## src/rtl/controle_acumulador.sv

```systemverilog
// rtl/controle_acumulador.sv - command FSM driving one-hot op select and enable to an accumulator stage
// Outputs are registered from the current state, so each phase appears one cycle after its state.
module controle_acumulador #(
    parameter int HOLD_CYC = 1
) (
    input  logic       clk,
    input  logic       clr,
    input  logic       start,
    input  logic [3:0] opcode,
    input  logic [3:0] operand,
    output logic [3:0] A,
    output logic [8:0] in,
    output logic       en,
    output logic       busy,
    output logic       done,
    output logic       err,
    output logic [7:0] ops_cnt
);

    typedef enum logic [2:0] {IDLE, SETUP, EXEC, HOLD, ERR} state_t;

    state_t     state_q, state_d;
    logic [3:0] opc_q, opc_d;
    logic [3:0] opd_q, opd_d;
    logic [3:0] hold_q, hold_d;
    logic [3:0] a_q, a_d;
    logic [8:0] in_q, in_d;
    logic       en_q, en_d;
    logic       busy_q, busy_d;
    logic       done_q, done_d;
    logic       err_q, err_d;
    logic [7:0] cnt_q, cnt_d;

    always_comb begin
        state_d = state_q;
        opc_d   = opc_q;
        opd_d   = opd_q;
        hold_d  = hold_q;
        a_d     = a_q;
        in_d    = in_q;
        en_d    = 1'b0;
        busy_d  = (state_q != IDLE);
        done_d  = 1'b0;
        err_d   = 1'b0;
        cnt_d   = cnt_q;
        case (state_q)
            IDLE: begin
                in_d = 9'd0;
                if (start) begin
                    opc_d   = opcode;
                    opd_d   = operand;
                    state_d = (opcode <= 4'd8) ? SETUP : ERR;
                end
            end
            SETUP: begin
                a_d     = opd_q;
                in_d    = 9'd1 << opc_q;
                state_d = EXEC;
            end
            EXEC: begin
                en_d    = 1'b1;
                cnt_d   = cnt_q + 8'd1;
                hold_d  = 4'd0;
                state_d = HOLD;
            end
            HOLD: begin
                if (hold_q == 4'(HOLD_CYC - 1)) begin
                    done_d  = 1'b1;
                    state_d = IDLE;
                end else begin
                    hold_d = hold_q + 4'd1;
                end
            end
            ERR: begin
                err_d   = 1'b1;
                state_d = IDLE;
            end
            default: state_d = IDLE;
        endcase
    end

    always_ff @(posedge clk or posedge clr) begin
        if (clr) begin
            state_q <= IDLE;
            opc_q   <= 4'd0;
            opd_q   <= 4'd0;
            hold_q  <= 4'd0;
            a_q     <= 4'd0;
            in_q    <= 9'd0;
            en_q    <= 1'b0;
            busy_q  <= 1'b0;
            done_q  <= 1'b0;
            err_q   <= 1'b0;
            cnt_q   <= 8'd0;
        end else begin
            state_q <= state_d;
            opc_q   <= opc_d;
            opd_q   <= opd_d;
            hold_q  <= hold_d;
            a_q     <= a_d;
            in_q    <= in_d;
            en_q    <= en_d;
            busy_q  <= busy_d;
            done_q  <= done_d;
            err_q   <= err_d;
            cnt_q   <= cnt_d;
        end
    end

    assign A       = a_q;
    assign in      = in_q;
    assign en      = en_q;
    assign busy    = busy_q;
    assign done    = done_q;
    assign err     = err_q;
    assign ops_cnt = cnt_q;

endmodule

```

## config.mk

```make
export PLATFORM = sky130hd
export DESIGN_NAME = controle_acumulador
export DESIGN_NICKNAME = d
export VERILOG_FILES = /design/src/rtl/controle_acumulador.sv
export SDC_FILE = /design/constraint.sdc
export NUM_CORES = 1
export LEC_CHECK = 0
export CORE_ASPECT_RATIO = 0.5
export CORE_MARGIN = 2
export CORE_UTILIZATION = 45
export CTS_CLUSTER_DIAMETER = 150
export DETAILED_ROUTE_END_ITERATION = 10
export PLACE_DENSITY = 0.8
export SETUP_SLACK_MARGIN = 0.05
export SYNTH_ARGS = -nofsm -noshare
export SYNTH_HDL_FRONTEND = slang
export SYNTH_SLANG_ARGS = --single-unit
```

## constraint.sdc

```tcl
create_clock -name clk -period 2.8 [get_ports clk]
set_clock_uncertainty 0.1 [all_clocks]
set_input_delay 0.56 -clock clk [delete_from_list [all_inputs] [get_ports clk]]
set_output_delay 0.56 -clock clk [all_outputs]
set_load 0.005 [all_outputs]
```

* Word level (Yosys, flattened, before mapping) *
Index checks and enable logic that the tools add are counted.

storage, ports and cells
  input port bits = 11
  register bits = 40
  logic and storage cells = 41
  output and inout port bits = 25

cells by class
  equal/unequal tests = 7
  reduce and logical (&&, ||, !) cells = 8
  add/subtract/negate cells = 2
  muxes and demuxes = 11
  $lt $le $gt $ge = 1
  shifts and indexed selects = 1

operator list
  cell                   number
  $pmux W9 S2            1
  $pmux W3 S4            1
  $mux W3                3
  $shl A1 B4 Y9 const A  1
  $add A8 B1 Y8 const B  1
  $pmux W4 S2            1
  $eq A3 B2 Y1 const B   2
  $ne A2 B2 Y1 const B   3
  $reduce_and A2 Y1      3
  $add A4 B1 Y4 const B  1
  $le A4 B4 Y1 const B   1
  $logic_not A4 Y1       1
  $mux W1                4
  $mux W4                1
  $reduce_bool A2 Y1     2
  $eq A3 B1 Y1 const B   1
  $eq A3 B3 Y1 const B   1
  $logic_not A3 Y1       1
  $reduce_bool A3 Y1     1

* Depth between registers and ports, before layout *
Gate-level depths: netlist of run 1.

  word-level depth = 4
  mapped depth = 5

* Least setup slack after synthesis of run 1 *
OpenSTA, ideal clock, no wires.

  path type = register to register
  from = register state_q[2]
  to = register in_q[1], in the netlist in[1]
  path slack = 1.119 ns
  stages on the path, launching flop included = 5
  path buffers = 1
  clock period less this slack = 1.681 ns
  required time = 2.605 ns
  data arrival time = 1.485 ns
  cells stage by stage = dfrtp_1 -> or3b_1 -> buf_6 -> or3b_4 -> o31ai_1

on the way
  longest elaborated chain between the ends = 2

RTL lines
  what                                                      line  source
  start, declared                                           22    state_t state_q, state_d;
  start signal, assigned                                    96    state_q <= state_d;
  $eq A3 B1 Y1 / $logic_not A3 Y1 (equally long branches)   46    case (state_q)
  $pmux W9 S2 / $reduce_bool A2 Y1 (equally long branches)  -
  end signal, assigned                                      101   in_q <= in_d;
  end, declared                                             27    logic [8:0] in_q, in_d;

Several ways; a longest one is shown, not always the timed one.
A chain may end at the register's enable or synchronous reset.

* Worst setup path after layout of run 1 *
  from = register state_q[0]
  to = register in_q[3], in the netlist in[3]

Same word-level chain as after synthesis.

==> results of run 1 <==
[synthesized netlist by cell type (all sizes together)]
master	number
a211oi	1
a21o	1
a21oi	2
a22o	2
a32o	3
and2	1
and3	1
and4	1
buf	2
clkbuf	1
dfrtp	40
ha	3
inv	8
mux2	14
nand2	8
nand2b	1
nand3	5
nand3b	1
nand4	2
nor2	4
nor2b	1
nor3	2
nor3b	3
o21ai	2
o31ai	6
o41ai	1
or2	1
or3	2
or3b	3
xnor2	6
xor2	1
[logic make-up (layout without fill, tap and decap cells)]
| group | after synthesis | after routing | synth area share, % |
|---|---|---|---|
| xor gates and xnor gates | 7 | 7 | 3.69 |
| muxes | 14 | 14 | 9.49 |
| DFF | 40 | 40 | 60.2 |
| adders and majority gates | 3 | 3 | 2.26 |
| buffers and inverters | 11 | 52 | 3.39 |
| and+or+nand+nor | 36 | 36 | 12.7 |
| AOI/OAI and AO/OA | 18 | 18 | 8.21 |
[worst min-delay path by stage]
stage                     cells after the start  slack, ns    endpoint
after CTS                                     2       0.40       in[5]
after global routing                          1       0.41  ops_cnt[7]
final                                         1       0.39  ops_cnt[7]
after detailed placement                      2       0.38       in[5]
after global placement                        1       0.36  ops_cnt[7]
after floorplan                               1       0.36       in[8]
[where the power goes]
group | total (mW) | internal, mW | switching [mW]
Clock | 0.389 | 0.201 | 0.188
Combinational | 0.652 | 0.400 | 0.252
Sequential | 0.933 | 0.763 | 0.170
Total | 1.97 | 1.36 | 0.610
[area by class of cell]
type	instances	share of cell area, %
clock buffer	8	4.20
inverter	8	1.40
multi-input combinational	78	28.1
sequential	40	46.6
tap	51	2.97
timing repair buffer	36	16.7
[state kept, by name (all words and copies together) (netlist names)]
register / flops
A: 4
busy: 1
done: 1
en: 1
err: 1
hold_q: 4
in: 9
opc_q: 4
opd_q: 4
ops_cnt: 8
state_q: 3
[per-layer routing]
layer / vias to the layer above / GRT usage [%] / share of wire (%)
met5: - / 0 / 0
met4: 0 / 7.38 / 0.56
li1: 535 / - / -
met3: 3 / 4.65 / 4.1
met2: 23 / 26.7 / 48
met1: 534 / 19.7 / 47
[worst max-delay path: cells and delay by family, from the launching register on]
family,cells,cell delay [ns]
AOI/OAI and AO/OA,1,0.22
DFF,1,0.55
and+or+nand+nor,2,0.98
[per-stage QoR]
step                hold WS (ns)  utilization [%]  setup slack (ns)  instances  power (mW)
finish                     0.387             61.5             0.851        221        1.97
global route               0.414             61.5             0.734        221        2.11
CTS                        0.396             61.5             0.852        221        2.00
detailed placement         0.380             58.9             0.731        213        1.60
global placement           0.364             58.9             0.766        213        1.58
floorplan                  0.363                -              1.12        129        1.30
==> results, run 1 <==
- The run finished with clean final reports.
- For the pin with the worst max-slew slack, the measured transition is ~0.57 ns.
- Detailed routing inserted a total of 1,095 vias.
- The clock tree from TritonCTS is yes.
- After clock tree synthesis, the setup repair step added 0 buffers.
- When the netlist entered floorplanning its net count stood at roughly 140.
- The weighted congestion at the end of routability-driven global placement is around 0.73.
- IR analysis of the VDD net gives a maximum drop of ~470 uV.
- The share of the Yosys chip area taken by registers is 60.2%.
- The number of antenna diodes in the final layout is 0.
- The synthesized instance count is 129.
- In the post-synthesis netlist, the biggest area contributors are sky130_fd_sc_hd__dfrtp_1 (60%), sky130_fd_sc_hd__mux2_2 (9.5%), sky130_fd_sc_hd__xnor2_1 (3.2%), sky130_fd_sc_hd__o31ai_1 (2.7%), sky130_fd_sc_hd__ha_1 (2.3%).
- The first detailed-routing pass took 3 iterations.
- The proportion of netlist area held by the largest area contributor is roughly three fifths.
- In this run, distinct cell masters in the synthesized netlist total 35.
- The DRC violations left is 0.
- The arrival time at the worst endpoint is 2.04 ns.
- STA classifies the critical path startpoint as a flip-flop.
- In this run the remaining antenna-violating nets after routing total 0.
- The clock transition time at the flip-flop clock pins of the worst setup and hold paths is 0.08 ns.
- The number of synthesized register bits is 40.
- The number of failing hold endpoints at the final stage is 0.
- The number of fill cells in the layout is 277.
- Entering global routing, the biggest net connects 41 pins.
- The upper clock frequency limit is 513 MHz.
- The worst hold path belongs to the class reg2reg.
- The via count of the first global-routing pass is around 1,100.
- Hold repair after CTS inserted 0 buffers.
- The worst-case register-to-register setup slack is 0.85 ns.
- After detailed routing, the average wire length per cell comes to 13.6 um.
- The delay of the slowest cell on the worst path is 0.55 ns.
- The per-cell via count in the routed design is ~5.0.
- The number of antenna violations at the first check in global routing is 0.
- The maximum number of buffers from clock root to sink is 2.
- The launching instance or port of the critical path is state_q[0].
- The standby leakage power is 0.922 nW.
- The startpoint of the worst hold path is ops_cnt[7].
- The global-route usage over all layers is 15.7%.
- Setup violations remaining at the end of the flow were counted as 0.
- The final design area excluding fillers is 2150 um^2.
- The die area is 4220 um^2.
- The endpoint of the lowest-slack register-to-register path is in[3].
- Summing all flip-flop and latch instances after layout gives 1000 um^2.
- The worst-path maximum fanout is 10.
- Data on the critical path is required at its endpoint by between 2 and 3 ns.
- The horizontal die dimension is 89.9 um.
- Leaving out fill and tap cells, the most frequent cell in the layout is sky130_fd_sc_hd__dfrtp_1.
- The max-slew violation count is 0.
- Compared with the post-synthesis result, the final layout area differs by 29.2%.
- The vertical extent of the die is 47.0 um.
- In the final layout, the multi-input gates occupy 604 um^2.
- The final period utilization is 69.6%.
- Power spread over the standard cell area amounts to 920 nW/um^2.
- The layout cell share with drive strength beyond 1 is 15.3%.
- Setup repair after global routing left no endpoint under its margin.
- Measured against its own limit, the worst slew margin works out to 61.9%.
- The number of sinks handled by clock tree synthesis is 40.
- After legalization and detailed placement, the total HPWL measured 2130 um.
- The wire length of the first global-routing pass is 4970 um.
- The clock reaches the later pin of the worst-skew pair after 0.29 ns.
- The worst register-to-register path begins at state_q[0].
- The violation count after the first detailed-routing iteration is 40.
- The core outline area is 3490 um^2.
- The total of cells resized after clock tree synthesis is 0.
- The synthesized design spends more area on one cell type than any other, namely sky130_fd_sc_hd__dfrtp_1.
- The critical path ends at in[3].
- Row generation in the floorplan step produced 15 rows.
- The root buffer cell is sky130_fd_sc_hd__clkbuf_8.
- After routing, the total negative slack on setup checks comes to 0 ns.
- The residual overflow from global routing is 0.
- The number of I/O pins is 36.
- The largest individual stage delay along the critical path comes from the cell sky130_fd_sc_hd__dfrtp_1.
- The signal on the critical path passes through or3b_1, or3b_4, o31ai_1.
- The worst setup path is of the reg2reg kind.
- The final critical-path required period is around 1.9 ns.
- The effective utilization at floorplan is between 40% and 50%.
- The H-tree depth reported by CTS is 2.
- Clock tree synthesis inserted a total of 5 buffers.
- The post-layout net count is approximately 180.
- For this run, the number of Yosys warnings is 0.
- The placed instance area is 2060 um^2.
- The count of buffers from port buffering is 35.
- The average cell area after synthesis is between 10 and 15 um^2.
- The worst register-to-register path has a depth of 3.
- STA classifies the critical path endpoint as a flip-flop.
- Summed over all layers, the routed wires come to 3010 um.
- The area of the mapped netlist is 1660 um^2.
- The max capacitance violation total is 0.
- The top cell types in the final layout, fill and taps aside, are sky130_fd_sc_hd__dfrtp_1 (40), sky130_fd_sc_hd__clkdlybuf4s50_1 (35), sky130_fd_sc_hd__mux2_2 (14).
(Power assumes the default switching activity.)
==> inputs of run 2 (changes only) <==
==> constraint.sdc (replaced) <==
create_clock -name clk -period 2.01 [get_ports clk]
set_clock_uncertainty 0.1 [all_clocks]
set_input_delay 0.402 -clock clk [delete_from_list [all_inputs] [get_ports clk]]
set_output_delay 0.402 -clock clk [all_outputs]
set_load 0.005 [all_outputs]
==> run 2 against run 1 <==
Compared with the run above: maximum frequency is 5.1% higher; flip-flop and latch count did not move; critical path depth is the same; worst setup slack lost 0.70 ns; wire length is 8.0% higher; worst hold slack worse by 0.0074 ns; via count up 4.5%.
==> results, run 2 (synthesis results as in run 1) <==
- Relative to the synthesized area, the layout overhead comes to 32.3%.
- The standby leakage power is 0.950 nW (+3.1%).
- The remaining max-slew budget at the tightest pin is 66.1% (+4.2 points).
- The number of cell instances on the worst register-to-register path came to 3 (unchanged).
- The count of hold buffers inserted by post-cts repair is 0 (unchanged).
- The number of endpoints failing setup at the final stage came to 0 (unchanged).
- The via count of the routed design is 1,144 (+4.5%).
- The pin count of the biggest net entering global routing was 41 (unchanged).
- Setup repair after global routing left no endpoint under its margin.
- The number of antenna violations at the first check in global routing came to 0 (unchanged).
- The worst-path maximum fanout is 9 (-1).
- The number of I/O pins is 36 (unchanged).
- The setup TNS is 0 ns (unchanged).
- The category of the worst setup path capture point is a flip-flop.
- The max-slew violation count was 0 (unchanged).
- The number of buffers inserted during clock tree synthesis is 5 (unchanged).
- STA classifies the critical path startpoint as a flip-flop.
- The arrival time at the worst endpoint was 1.93 ns (-0.11 ns).
- The effective utilization at floorplan came to 47.6% (unchanged).
- The horizontal die dimension is 89.9 um (unchanged).
- The clock network latency to the later pin of the worst-skew pair is 0.29 ns (about the same).
- The residual overflow from global routing was 0 (unchanged).
- The areal power density over the cells came to 1360 nW/um^2 (+48%).
- The final critical-path required period is 1.86 ns (-0.0939 ns).
- The die area was 4220 um^2 (unchanged).
- The number of sinks handled by clock tree synthesis is 40 (unchanged).
- The endpoint of the lowest-slack register-to-register path is opd_q[1].
- The hold-critical path depth was 2 (+1).
- The area of the multi-input gates is 604 um^2 (unchanged).
- The via count of the first global-routing pass came to 1,133 (+4.2%).
- The total of cells resized after clock tree synthesis was 0 (unchanged).
- The per-cell routed wire length came to 14.6 um (+7.1%).
- The number of fill cells in the layout is 276 (-0.36%).
- The run finished with clean final reports.
- The tree is rooted in a sky130_fd_sc_hd__clkbuf_8.
- The H-tree depth reported by CTS is 2 (unchanged).
- In this run the critical register-to-register path is launched from state_q[1].
- The final design utilization is 63.0% (+1.5 points).
- The setup slack after placement is 0.117 ns (-0.613 ns).
- The total area of sequential cells came to 1000 um^2 (unchanged).
- The worst vdd rail ir drop is 583 uV (+25%).
- The per-cell via count in the routed design came to 5.13 (+3.5%).
- The total half-perimeter wirelength after legalization and detailed placement came to 2290 um (+7.5%).
- The startpoint identified for the worst hold timing path is in[5].
- TritonCTS built the clock tree.
- The violation count after the first detailed-routing iteration came to 45 (+13%).
- The minimum hold slack is 0.380 ns (-0.00739 ns).
- Leaving out fill and tap cells, the most frequent cells in the layout are sky130_fd_sc_hd__dfrtp_1 (40), sky130_fd_sc_hd__clkdlybuf4s50_1 (35), sky130_fd_sc_hd__mux2_2 (14).
- The number of iterations in the first detailed-routing pass is 4 (+1).
- The maximum number of buffers from clock root to sink is 2 (unchanged).
- The terminating pin of the worst hold path is in[5].
- The weighted congestion at the end of routability-driven global placement is 0.754 (+3.2%).
- The layout cell share with drive strength beyond 1 is 17.4% (+2.1 points).
- The vertical extent of the die was 47.0 um (unchanged).
- The number of failing hold endpoints at the final stage is 0 (unchanged).
- The max capacitance violation total is 0 (unchanged).
- The final period utilization came to 92.3% (+23 points).
- The core outline area is 3490 um^2 (unchanged).
- The clock transition time at the flip-flop clock pins of the worst setup and hold paths is 0.08 ns (about the same).
- The worst-case register-to-register setup slack is 0.15 ns (-0.70 ns).
- The post-layout net count is 185 (+1.1%).
- The number of flip-flops in the largest register was 9 (unchanged).
- The upper clock frequency limit came to 539 MHz (+5.1%).
- The min-delay analysis places its worst path in the category reg2reg.
- The final wirelength is 3260 um (+8.0%).
- The library cell used most frequently in the layout, excluding fill and tap cells, is sky130_fd_sc_hd__dfrtp_1.
- The wire length of the first global-routing pass is 5290 um (+6.4%).
- The required arrival time at the worst endpoint is 2.08 ns (-0.81 ns).
- The number of routed nets with antenna violations came to 0 (unchanged).
- The actual transition at the worst max-transition pin was 0.508 ns (-0.0602 ns).
- The DRC violations left is 0 (unchanged).
- The global-route usage over all layers is 16.7% (+0.95 points).
- The antenna diode count came to 0 (unchanged).
- The post-layout worst setup margin came to 0.155 ns (-0.696 ns).
- The floorplan row count is 15 (unchanged).
- The path type of the worst setup path is reg2reg.
- The count of buffers from port buffering is 35 (unchanged).
- The total setup buffers inserted after CTS came to 0 (unchanged).
==> run 2: cell count changes in the layout (fill, tap and decap cells not counted), sizes merged <==
cell and delta:
buf +2, bufinv +1, clkbuf -1
==> run 2: worst max-delay path, cell delays in order, from the launching register on <==
cell and delay (ns):
sky130_fd_sc_hd__dfrtp_1 0.47, sky130_fd_sc_hd__or3_1 0.44, sky130_fd_sc_hd__nor2_2 0.34, sky130_fd_sc_hd__mux2_2 0.39
==> run 2: cell type report <==
cell class | count | area share, %
Multi-Input combinational cell | 78 | 27.5
Inverter | 8 | 1.37
Clock buffer | 7 | 4.38
Sequential cell | 40 | 45.5
Tap cell | 51 | 2.90
Clock inverter | 1 | 1.37
Timing Repair Buffer | 38 | 17.0
==> run 2: worst max path at each step <==
stage | start | end | slack, ns | cells past startpoint
6_report | state_q[1] | opd_q[1] | 0.15 | 3
5_1_grt | state_q[2] | opd_q[1] | 0.07 | 3
4_1_cts | state_q[2] | opd_q[1] | 0.14 | 3
3_5_place_dp | start | opc_q[2] | 0.12 | 4
3_3_place_gp | start | opc_q[2] | 0.14 | 4
2_1_floorplan | state_q[2] | in[1] | 0.33 | 4
==> run 2: through the flow <==
stage / instance area [um^2] / power, mW / cells
floorplan: 1660 / 1.82 / 129
global placement: 2070 / 2.23 / 215
detailed placement: 2070 / 2.28 / 215
CTS: 2200 / 3.01 / 223
global route: 2200 / 3.15 / 223
finish: 2200 / 2.98 / 223
==> run 2: metal layers <==
metal	up-vias	wire length, um	GRT usage (%)
met2	29	1610	31.5
met4	0	29	6.15
li1	537	-	-
met3	7	118	4.33
met5	-	0	0
met1	571	1500	19.6
==> run 2: power by group <==
part / leakage (nW) / switching (mW) / total (mW) / internal, mW
sequential: 0.515 / 0.246 / 1.31 / 1.06
clock: 0.0645 / 0.280 / 0.718 / 0.438
combinational: 0.371 / 0.376 / 0.957 / 0.581
